## config.mk

```make
export PLATFORM = sky130hd
export DESIGN_NAME = instr_fetch_buffer
export DESIGN_NICKNAME = d
export VERILOG_FILES = /design/src/rtl/instr_fetch_buffer_pkg.sv /design/src/rtl/instr_fetch_buffer_chk.sv /design/src/rtl/instr_fetch_buffer_fifo.sv /design/src/rtl/instr_fetch_buffer.sv
export SDC_FILE = /design/constraint.sdc
export NUM_CORES = 1
export LEC_CHECK = 0
export CORE_MARGIN = 5
export CORE_UTILIZATION = 35
export CTS_CLUSTER_DIAMETER = 40
export CTS_CLUSTER_SIZE = 14
export DETAILED_ROUTE_END_ITERATION = 6
export RECOVER_POWER = 100
export SETUP_SLACK_MARGIN = 0.1
export SYNTH_ARGS = -nofsm -noshare
export SYNTH_HDL_FRONTEND = slang
export SYNTH_SLANG_ARGS = --single-unit
```

## constraint.sdc

```tcl
create_clock -name clk -period 4.6 [get_ports clk]
set_clock_uncertainty 0.1 [all_clocks]
set_input_delay 0.92 -clock clk [delete_from_list [all_inputs] [get_ports clk]]
set_output_delay 0.92 -clock clk [all_outputs]
set_load 0.02 [all_outputs]
```

## src/rtl/instr_fetch_buffer_pkg.sv

```systemverilog
// Shared types and constants for the instruction fetch buffer: fetch FSM states,
// buffered entry layout and the sequential-PC helper.
package instr_fetch_buffer_pkg;

    localparam int ADDR_W  = 16;
    localparam int INSTR_W = 16;
    localparam int DEPTH   = 4;
    localparam logic [ADDR_W-1:0] PC_INC = 16'd2;

    typedef enum logic {
        ST_FETCH = 1'b0,
        ST_HALT  = 1'b1
    } fetch_state_t;

    typedef struct packed {
        logic [ADDR_W-1:0]  pc;
        logic [INSTR_W-1:0] instr;
    } fetch_entry_t;

    // Sequential fetch address; wraps naturally at 2^ADDR_W.
    function automatic logic [ADDR_W-1:0] next_pc(input logic [ADDR_W-1:0] pc);
        return pc + PC_INC;
    endfunction

endpackage

```

## src/rtl/instr_fetch_buffer_chk.sv

```systemverilog
// Protocol checks for the fetch buffer: memory responses only while reads are
// outstanding, and buffered plus outstanding reads never exceed the depth.
module instr_fetch_buffer_chk #(
    parameter int CDEPTH = 4,
    parameter int CNT_W  = 3
) (
    input logic             clk,
    input logic             rst,
    input logic             imem_rvalid,
    input logic [CNT_W-1:0] inflight,
    input logic [CNT_W-1:0] count
);
    a_rvalid_needs_inflight: assert property (@(posedge clk) disable iff (rst)
        imem_rvalid |-> (inflight != {CNT_W{1'b0}}));

    a_occupancy_bound: assert property (@(posedge clk) disable iff (rst)
        ({1'b0, inflight} + {1'b0, count}) <= (CNT_W+1)'(CDEPTH));

endmodule

```

## src/rtl/instr_fetch_buffer_fifo.sv

```systemverilog
// Synchronous FIFO of fetch entries with push/pop/clear and an occupancy count.
// Clear wins over push/pop; the caller guarantees no push into a full FIFO.
module instr_fetch_buffer_fifo
    import instr_fetch_buffer_pkg::*;
#(
    parameter int FDEPTH = DEPTH
) (
    input  logic                          clk,
    input  logic                          rst,
    input  logic                          push,
    input  fetch_entry_t                  push_data,
    input  logic                          pop,
    input  logic                          clear,
    output fetch_entry_t                  head,
    output logic [$clog2(FDEPTH+1)-1:0]   count
);
    localparam int PTR_W = $clog2(FDEPTH);
    localparam int CNT_W = $clog2(FDEPTH+1);

    fetch_entry_t             r_mem [FDEPTH];
    logic [PTR_W-1:0]         r_wr_ptr;
    logic [PTR_W-1:0]         r_rd_ptr;
    logic [CNT_W-1:0]         r_count;

    function automatic logic [PTR_W-1:0] ptr_inc(input logic [PTR_W-1:0] p);
        return (p == PTR_W'(FDEPTH-1)) ? {PTR_W{1'b0}} : p + {{(PTR_W-1){1'b0}}, 1'b1};
    endfunction

    // Storage, pointers and count; storage is reset so the head reads zero after reset.
    always_ff @(posedge clk) begin
        if (rst) begin
            for (int i = 0; i < FDEPTH; i++) begin
                r_mem[i] <= '{pc: {ADDR_W{1'b0}}, instr: {INSTR_W{1'b0}}};
            end
            r_wr_ptr <= {PTR_W{1'b0}};
            r_rd_ptr <= {PTR_W{1'b0}};
            r_count  <= {CNT_W{1'b0}};
        end else if (clear) begin
            r_wr_ptr <= {PTR_W{1'b0}};
            r_rd_ptr <= {PTR_W{1'b0}};
            r_count  <= {CNT_W{1'b0}};
        end else begin
            if (push) begin
                r_mem[r_wr_ptr] <= push_data;
                r_wr_ptr        <= ptr_inc(r_wr_ptr);
            end
            if (pop) begin
                r_rd_ptr <= ptr_inc(r_rd_ptr);
            end
            case ({push, pop})
                2'b10:   r_count <= r_count + {{(CNT_W-1){1'b0}}, 1'b1};
                2'b01:   r_count <= r_count - {{(CNT_W-1){1'b0}}, 1'b1};
                default: r_count <= r_count;
            endcase
        end
    end

    assign head  = r_mem[r_rd_ptr];
    assign count = r_count;

endmodule

```

## src/rtl/instr_fetch_buffer.sv

```systemverilog
// Fetch-side reader: issues in-order instruction reads, buffers responses with
// their PCs for decode, and handles branch redirect (flush + squash) and halt.
module instr_fetch_buffer
    import instr_fetch_buffer_pkg::*;
#(
    parameter int FDEPTH = DEPTH
) (
    input  logic                          clk,
    input  logic                          rst,
    input  logic                          halt_sys,
    input  logic                          redirect,
    input  logic [ADDR_W-1:0]             redirect_addr,
    output logic                          imem_req,
    output logic [ADDR_W-1:0]             imem_addr,
    input  logic                          imem_rvalid,
    input  logic [INSTR_W-1:0]            imem_rdata,
    output logic                          ins_valid,
    output logic [INSTR_W-1:0]            ins_data,
    output logic [ADDR_W-1:0]             ins_pc,
    input  logic                          ins_ready,
    output logic [$clog2(FDEPTH+1)-1:0]   buf_count,
    output logic                          halted
);
    localparam int CNT_W = $clog2(FDEPTH+1);

    fetch_state_t        r_state;
    logic                r_halted;
    logic [ADDR_W-1:0]   r_fetch_addr;
    logic [ADDR_W-1:0]   r_resp_pc;
    logic [CNT_W-1:0]    r_inflight;
    logic [CNT_W-1:0]    r_squash;

    logic [CNT_W-1:0]    w_count;
    logic [CNT_W:0]      w_occ;
    logic                w_issue;
    logic                w_push;
    logic                w_pop;
    fetch_entry_t        w_head;
    fetch_entry_t        w_push_entry;

    // Buffered plus in-flight reads reserve a slot each, so a response always fits.
    assign w_occ        = {1'b0, w_count} + {1'b0, r_inflight};
    assign w_issue      = !rst && (r_state == ST_FETCH) && !redirect && !halt_sys &&
                          (w_occ < (CNT_W+1)'(FDEPTH));
    assign w_push       = imem_rvalid && !redirect && (r_squash == {CNT_W{1'b0}});
    assign w_pop        = ins_valid && ins_ready && !redirect;
    assign w_push_entry = '{pc: r_resp_pc, instr: imem_rdata};

    instr_fetch_buffer_fifo #(.FDEPTH(FDEPTH)) u_fifo (
        .clk       (clk),
        .rst       (rst),
        .push      (w_push),
        .push_data (w_push_entry),
        .pop       (w_pop),
        .clear     (redirect),
        .head      (w_head),
        .count     (w_count)
    );

    // Fetch FSM: halt is sticky until reset.
    always_ff @(posedge clk) begin
        if (rst) begin
            r_state  <= ST_FETCH;
            r_halted <= 1'b0;
        end else begin
            case (r_state)
                ST_FETCH: begin
                    if (halt_sys) begin
                        r_state  <= ST_HALT;
                        r_halted <= 1'b1;
                    end
                end
                ST_HALT: begin
                    r_state  <= ST_HALT;
                    r_halted <= 1'b1;
                end
                default: begin
                    r_state  <= ST_FETCH;
                    r_halted <= 1'b0;
                end
            endcase
        end
    end

    // Request and response PC tracking; redirect retargets both streams.
    always_ff @(posedge clk) begin
        if (rst) begin
            r_fetch_addr <= {ADDR_W{1'b0}};
            r_resp_pc    <= {ADDR_W{1'b0}};
        end else if (redirect) begin
            r_fetch_addr <= redirect_addr;
            r_resp_pc    <= redirect_addr;
        end else begin
            if (w_issue) begin
                r_fetch_addr <= next_pc(r_fetch_addr);
            end
            if (w_push) begin
                r_resp_pc <= next_pc(r_resp_pc);
            end
        end
    end

    // Outstanding reads, and how many of them belong to a flushed stream.
    always_ff @(posedge clk) begin
        if (rst) begin
            r_inflight <= {CNT_W{1'b0}};
            r_squash   <= {CNT_W{1'b0}};
        end else begin
            case ({w_issue, imem_rvalid})
                2'b10:   r_inflight <= r_inflight + {{(CNT_W-1){1'b0}}, 1'b1};
                2'b01:   r_inflight <= r_inflight - {{(CNT_W-1){1'b0}}, 1'b1};
                default: r_inflight <= r_inflight;
            endcase
            if (redirect) begin
                r_squash <= r_inflight - CNT_W'(imem_rvalid);
            end else if (imem_rvalid && (r_squash != {CNT_W{1'b0}})) begin
                r_squash <= r_squash - {{(CNT_W-1){1'b0}}, 1'b1};
            end else begin
                r_squash <= r_squash;
            end
        end
    end

    instr_fetch_buffer_chk #(.CDEPTH(FDEPTH), .CNT_W(CNT_W)) u_chk (
        .clk         (clk),
        .rst         (rst),
        .imem_rvalid (imem_rvalid),
        .inflight    (r_inflight),
        .count       (w_count)
    );

    assign imem_req  = w_issue;
    assign imem_addr = r_fetch_addr;
    assign ins_valid = (w_count != {CNT_W{1'b0}});
    assign ins_data  = w_head.instr;
    assign ins_pc    = w_head.pc;
    assign buf_count = w_count;
    assign halted    = r_halted;

endmodule

```

Word-level counts from Yosys, hierarchy flattened
Memory sizes are Yosys's and may differ from the RTL's. A register that Yosys moved wholly into a read port is not among the register bits.
Cells that the tools add are included.
- memories kept: 1
- RAM bits: 128
- output and inout bits: 54
- bits in registers: 47
- equal/unequal tests: 7
- add/subtract/negate cells: 11
- reductions and logical operators: 22
- order comparisons: 1
- bitwise logic cells: 1
- mux-type cells: 25
- memories (memory ; depth ; bits a word ; read ports ; clocked after memory_dff ; wr ports ; RTL line ; RTL):
    u_fifo.r_mem ; 4 ; 32 ; 1 ; 1 ; 4 ; instr_fetch_buffer_fifo.sv:20 ; fetch_entry_t r_mem [FDEPTH];
- operators with widths (cell ; count):
    2-to-1 mux 16 bit ; 4
    adder 16 x 2 -> 16 bit, second input constant ; 2
    2-to-1 mux 32 bit ; 1
    OR reduction 32 bit ; 1
    one-hot mux 3 bit (2 select lines) ; 2
    2-to-1 mux 2 bit ; 5
    nonzero test 2 bit ; 5
    logical AND 1 bit ; 9
    2-to-1 mux 1 bit ; 9
    subtractor 3 x 1 -> 3 bit, second input constant ; 3
    == test 2 bit, second input constant ; 4
    adder 3 x 1 -> 3 bit, second input constant ; 2
    2-to-1 mux 3 bit ; 2
    nonzero test 3 bit ; 2
    adder 2 x 1 -> 2 bit, second input constant ; 2
    adder 3 x 3 -> 4 bit ; 1
    == test 2 x 1 -> 1 bit, second input constant ; 2
    < comparator 4 x 3 -> 1 bit, second input constant ; 1
    one-hot mux 1 bit (2 select lines) ; 2
    zero test 1 bit ; 3
    zero test 3 bit ; 1
    subtractor 3 x 1 -> 3 bit ; 1
    != test 2 bit, second input constant ; 1
    OR reduction 2 bit ; 1
    inverter 1 bit ; 1

Longest topological paths before layout
- word-level depth: 9
- depth in mapped cells: 11

Hierarchy
From an unflattened synthesis, not the netlist that was laid out.
- cells, all modules: 646
- area total of the unflattened synthesis: 8013.9 µm²
- modules (own cells, without submodules) (module ; cells an instance ; area an instance (µm²) ; sequential area each (µm²) ; times used):
    instr_fetch_buffer_fifo ; 393 ; 5849.4 ; 4023.9 ; 1
    instr_fetch_buffer ; 253 ; 2164.6 ; 800.8 ; 1

Worst setup path before layout
Ideal clock, no wire load.
- kind: in2reg
- from: input port imem_rvalid
- to: memory u_fifo.r_mem[3][0] in the netlist's numbering (enable)
- buffers on the path: 1
- arrival: 3.729 ns
- setup time: 0.466 ns
- cell stages on the path: 4
- data required time: 4.034 ns
- path slack: 0.306 ns
- cell sequence: nand3b_1 clkbuf_1 nand2b_1 o21ai_0
- RTL lines (element ; RTL line ; RTL):
    start: declaration ; instr_fetch_buffer.sv:15 ; input logic imem_rvalid,
    end: declaration ; instr_fetch_buffer_fifo.sv:20 ;

==> results.py <==
metrics = {
    "die": {
        "core_sq_um": 22800,
        "floorplan.initialDensity_pct": 35.7,
        "rows": 55,
        "die_w_um": 163,
        "dieArea_sq_um": 26400,
        "io_pins": 92,
        "die_h_um": 163,
    },
    "synth": {
        "synth_commonest_cells": "edfxtp_1, and2_1, dfxtp_1, mux4_2, nand2_1",
        "synth_edf_count": 128,
        "syn_area_per_cell_sq_um": 13.0,
        "yosysWarnings": 0,
        "syn_nets": 677,
        "ys_ff_latch": 177,
        "seq_area_frac_synth_pct": 59.3,
        "ys_types": 57,
        "async_flop_share_pct": 0,
        "synth.most_common_cell": "edfxtp_1",
        "yosysTopAreaCell": "edfxtp_1",
        "synth_area_leaders": "edfxtp_1, dfxtp_1, and2_1",
        "netlist.area_leader.share_pct": 47.2,
        "syn_area_sq_um": 8140,
        "ys.flop_type": "edfxtp_1",
        "netlist_instances": 625,
    },
    "placed_design": {
        "portBuffers": 91,
        "dp_hpwl_um": 11500,
        "routabilityCongestion": 0.798,
    },
    "setup_path": {
        "reg2regPathDepth": 8,
        "crit_end": "u_fifo.r_mem[0][20]$_SDFFCE_PN0P_",
        "cp_max_fo": 30,
        "rrSetupSlack_ns": 1.23,
        "crit_path_start": "imem_rvalid",
        "critPathCaptureType": "flip-flop",
        "critical_path_arrival_ns": 4.18,
        "critPathKind": "in -> reg",
        "worstSetupStartpointType": "input port",
        "timing.rr.end": "u_fifo.r_mem[0][20]$_SDFFCE_PN0P_",
        "timing.rr.start": "r_squash[0]$_SDFFE_PP0P_",
        "required_ns": 4.78,
    },
    "detailed_routing": {
        "antenna_left": 0,
        "drtIter0Drc": 302,
        "dr.pass1.iters": 5,
        "viasPerCell": 5.00,
        "routed_wl_um": 18300,
        "dr_total_vias": 5200,
        "wl_per_cell_um": 17.6,
        "drc_errors": 0,
    },
    "cts": {
        "cts_hold_buffers": 0,
        "post_cts_buffers": 0,
        "clock_latency_ns": 0.42,
        "clockBufferDepth": 2,
        "numCtsBuffers": 17,
        "cts_sinks": 177,
        "h-tree-depth": 4,
        "cts_tree": "built",
        "path_clk_slew_ns": 0.07,
        "clockRootBuffer": "clkbuf_16",
        "cts_resized": 0,
    },
    "pwr": {
        "pwr-share-comb_pct": 9.7,
        "p_per_area_nw_per_um2": 362,
        "pwr-share-seq_pct": 51.1,
        "p_sw_share_pct": 22.7,
        "power_uw": 3610,
        "peakVddDrop_mv": 0.210,
        "leakage_uw": 0.00352,
        "clockPowerShare_pct": 39.2,
        "power.switching_uw": 819,
        "internal-power_uw": 2790,
    },
    "sta": {
        "hold_viol": 0,
        "rsz0062_at_grt": "no",
        "tightest_slew_ns": 1.66,
        "timing.slew.headroom_pct": -10.6,
        "max_freq_ghz": 0.250,
        "setup_violations": 0,
        "finalSetupTns_ns": 0,
        "slew_violations": 70,
        "fin_crit_sh_pct": 86.9,
        "fin_crit_ns": 4.00,
    },
    "global_route": {
        "antenna_found_initial": 0,
        "grt_pass1_wl_um": 29400,
        "grt-ovfl-total": 0,
        "grt_pass1_vias": 5605,
        "grt_max_degree": 40,
        "track_usage_pct": 14.3,
    },
    "final_layout": {
        "syn2layout_area_growth_pct": 22.4,
        "post-route-util_pct": 43.8,
        "nNetsFinal": 765,
        "insertedDiodeCount": 0,
        "layout-drive-gt1-share_pct": 11.2,
    },
    "job": {
        "cap_violations": 2,
    },
    "status": {
        "outcome": "finished with violations",
        "violations": "capacitance limit, slew limit",
    },
    "worst_hold_path": {
        "min_path_type": "reg -> reg",
    },
}
## flip-flops by register name (all words and copies together) (netlist names), named ones only
register         flops
r_inflight           3
u_fifo.r_rd_ptr      2
r_squash             3
r_state              1
r_resp_pc           16
u_fifo.count         3
u_fifo.r_wr_ptr      2
halted               1
u_fifo.r_mem       128
imem_addr           16
## cell usage in the layout, fill, tap and decap left out, types with 6 or more instances in the layout
cell type	instances
clkbuf_1	10
mux4_2	32
a21oi_1	20
or3_1	6
and2_1	65
nand4_1	8
nor3_1	8
nor4_1	6
edfxtp_1	128
dfxtp_1	48
clkbuf_16	17
inv_1	15
clkdlybuf4s50_1	45
a31oi_1	8
dlygate4sd3_1	46
ha_1	12
xnor2_1	12
nand3_1	13
o21ai_0	9
nand2_1	31
nor2_1	23
and2_0	57
a211oi_1	7
## power by group through the flow
stage               Combinational, uW  Clock, uW  Sequential (uW)
global placement                  360          0             1870
CTS                               368       1450             1850
finish                            349       1420             1850
detailed placement                366          0             1880
floorplan                         201          0             1870
global route                      382       1520             1860
## worst max-delay path, stage by stage
cell           delay, ns
dlygate4sd3_1       0.72
nand3b_1            0.11
clkbuf_1            0.28
or2_0               0.46
nor3_1              0.25
clkbuf_1            1.12
and2_2              0.31
## cell families (layout without fill, tap and decap cells)
| kind of cell | after synthesis | count (layout) | synth area share (%) |
|---|---|---|---|
| buffers and inverters | 54 | 155 | 2.80 |
| muxes | 37 | 37 | 9.47 |
| AOI/OAI and AO/OA | 72 | 72 | 5.98 |
| adders and majority gates | 14 | 14 | 2.34 |
| xor gates and xnor gates | 17 | 17 | 1.83 |
| DFF | 177 | 177 | 59.3 |
| and+or+nand+nor | 254 | 254 | 18.3 |
## per-stage QoR
stage	hold slack [ns]	cell area, sq um	worst slack (ns)	cells
after detailed placement	0.358	9430	0.833	1007
after floorplan	0.354	8140	0.306	625
after global routing	0.376	9970	0.374	1039
after CTS	0.368	10000	0.824	1039
final	0.365	9970	0.600	1039
after global placement	0.364	9430	0.841	1007
## layout make-up
cell class | count | area, sq um
repair buffers | 108 | 1010
clock buffers | 19 | 433
flip-flops and latches | 177 | 4830
fillers | 2089 | 12800
clock inverters | 13 | 144
inverters | 15 | 56.3
well taps | 313 | 392
multi-input cells | 394 | 3100
## layer usage
metal  vias up  global-route usage, %  wire length (um)
li1       2481                      -                 -
met1      2558                   18.7              8240
met2       145                   23.6              8900
met3        16                   3.70               916
met4         0                   3.81               199
met5         -                      0                 0
## worst min path at each step
stage	from	endpoint	slack [ns]	cells past startpoint
2_1_floorplan	u_fifo.r_rd_ptr[1]$_SDFFE_PP0N_	flip-flop	0.35	2
3_3_place_gp	imem_addr[0]$_SDFFE_PP0P_	imem_addr[0]$_SDFFE_PP0P_	0.36	2
3_5_place_dp	imem_addr[0]$_SDFFE_PP0P_	imem_addr[0]$_SDFFE_PP0P_	0.36	2
4_1_cts	imem_addr[0]$_SDFFE_PP0P_	imem_addr[0]$_SDFFE_PP0P_	0.37	2
5_1_grt	imem_addr[0]$_SDFFE_PP0P_	imem_addr[0]$_SDFFE_PP0P_	0.38	2
6_report	imem_addr[0]$_SDFFE_PP0P_	imem_addr[0]$_SDFFE_PP0P_	0.37	2
(Power assumes the default switching activity.)
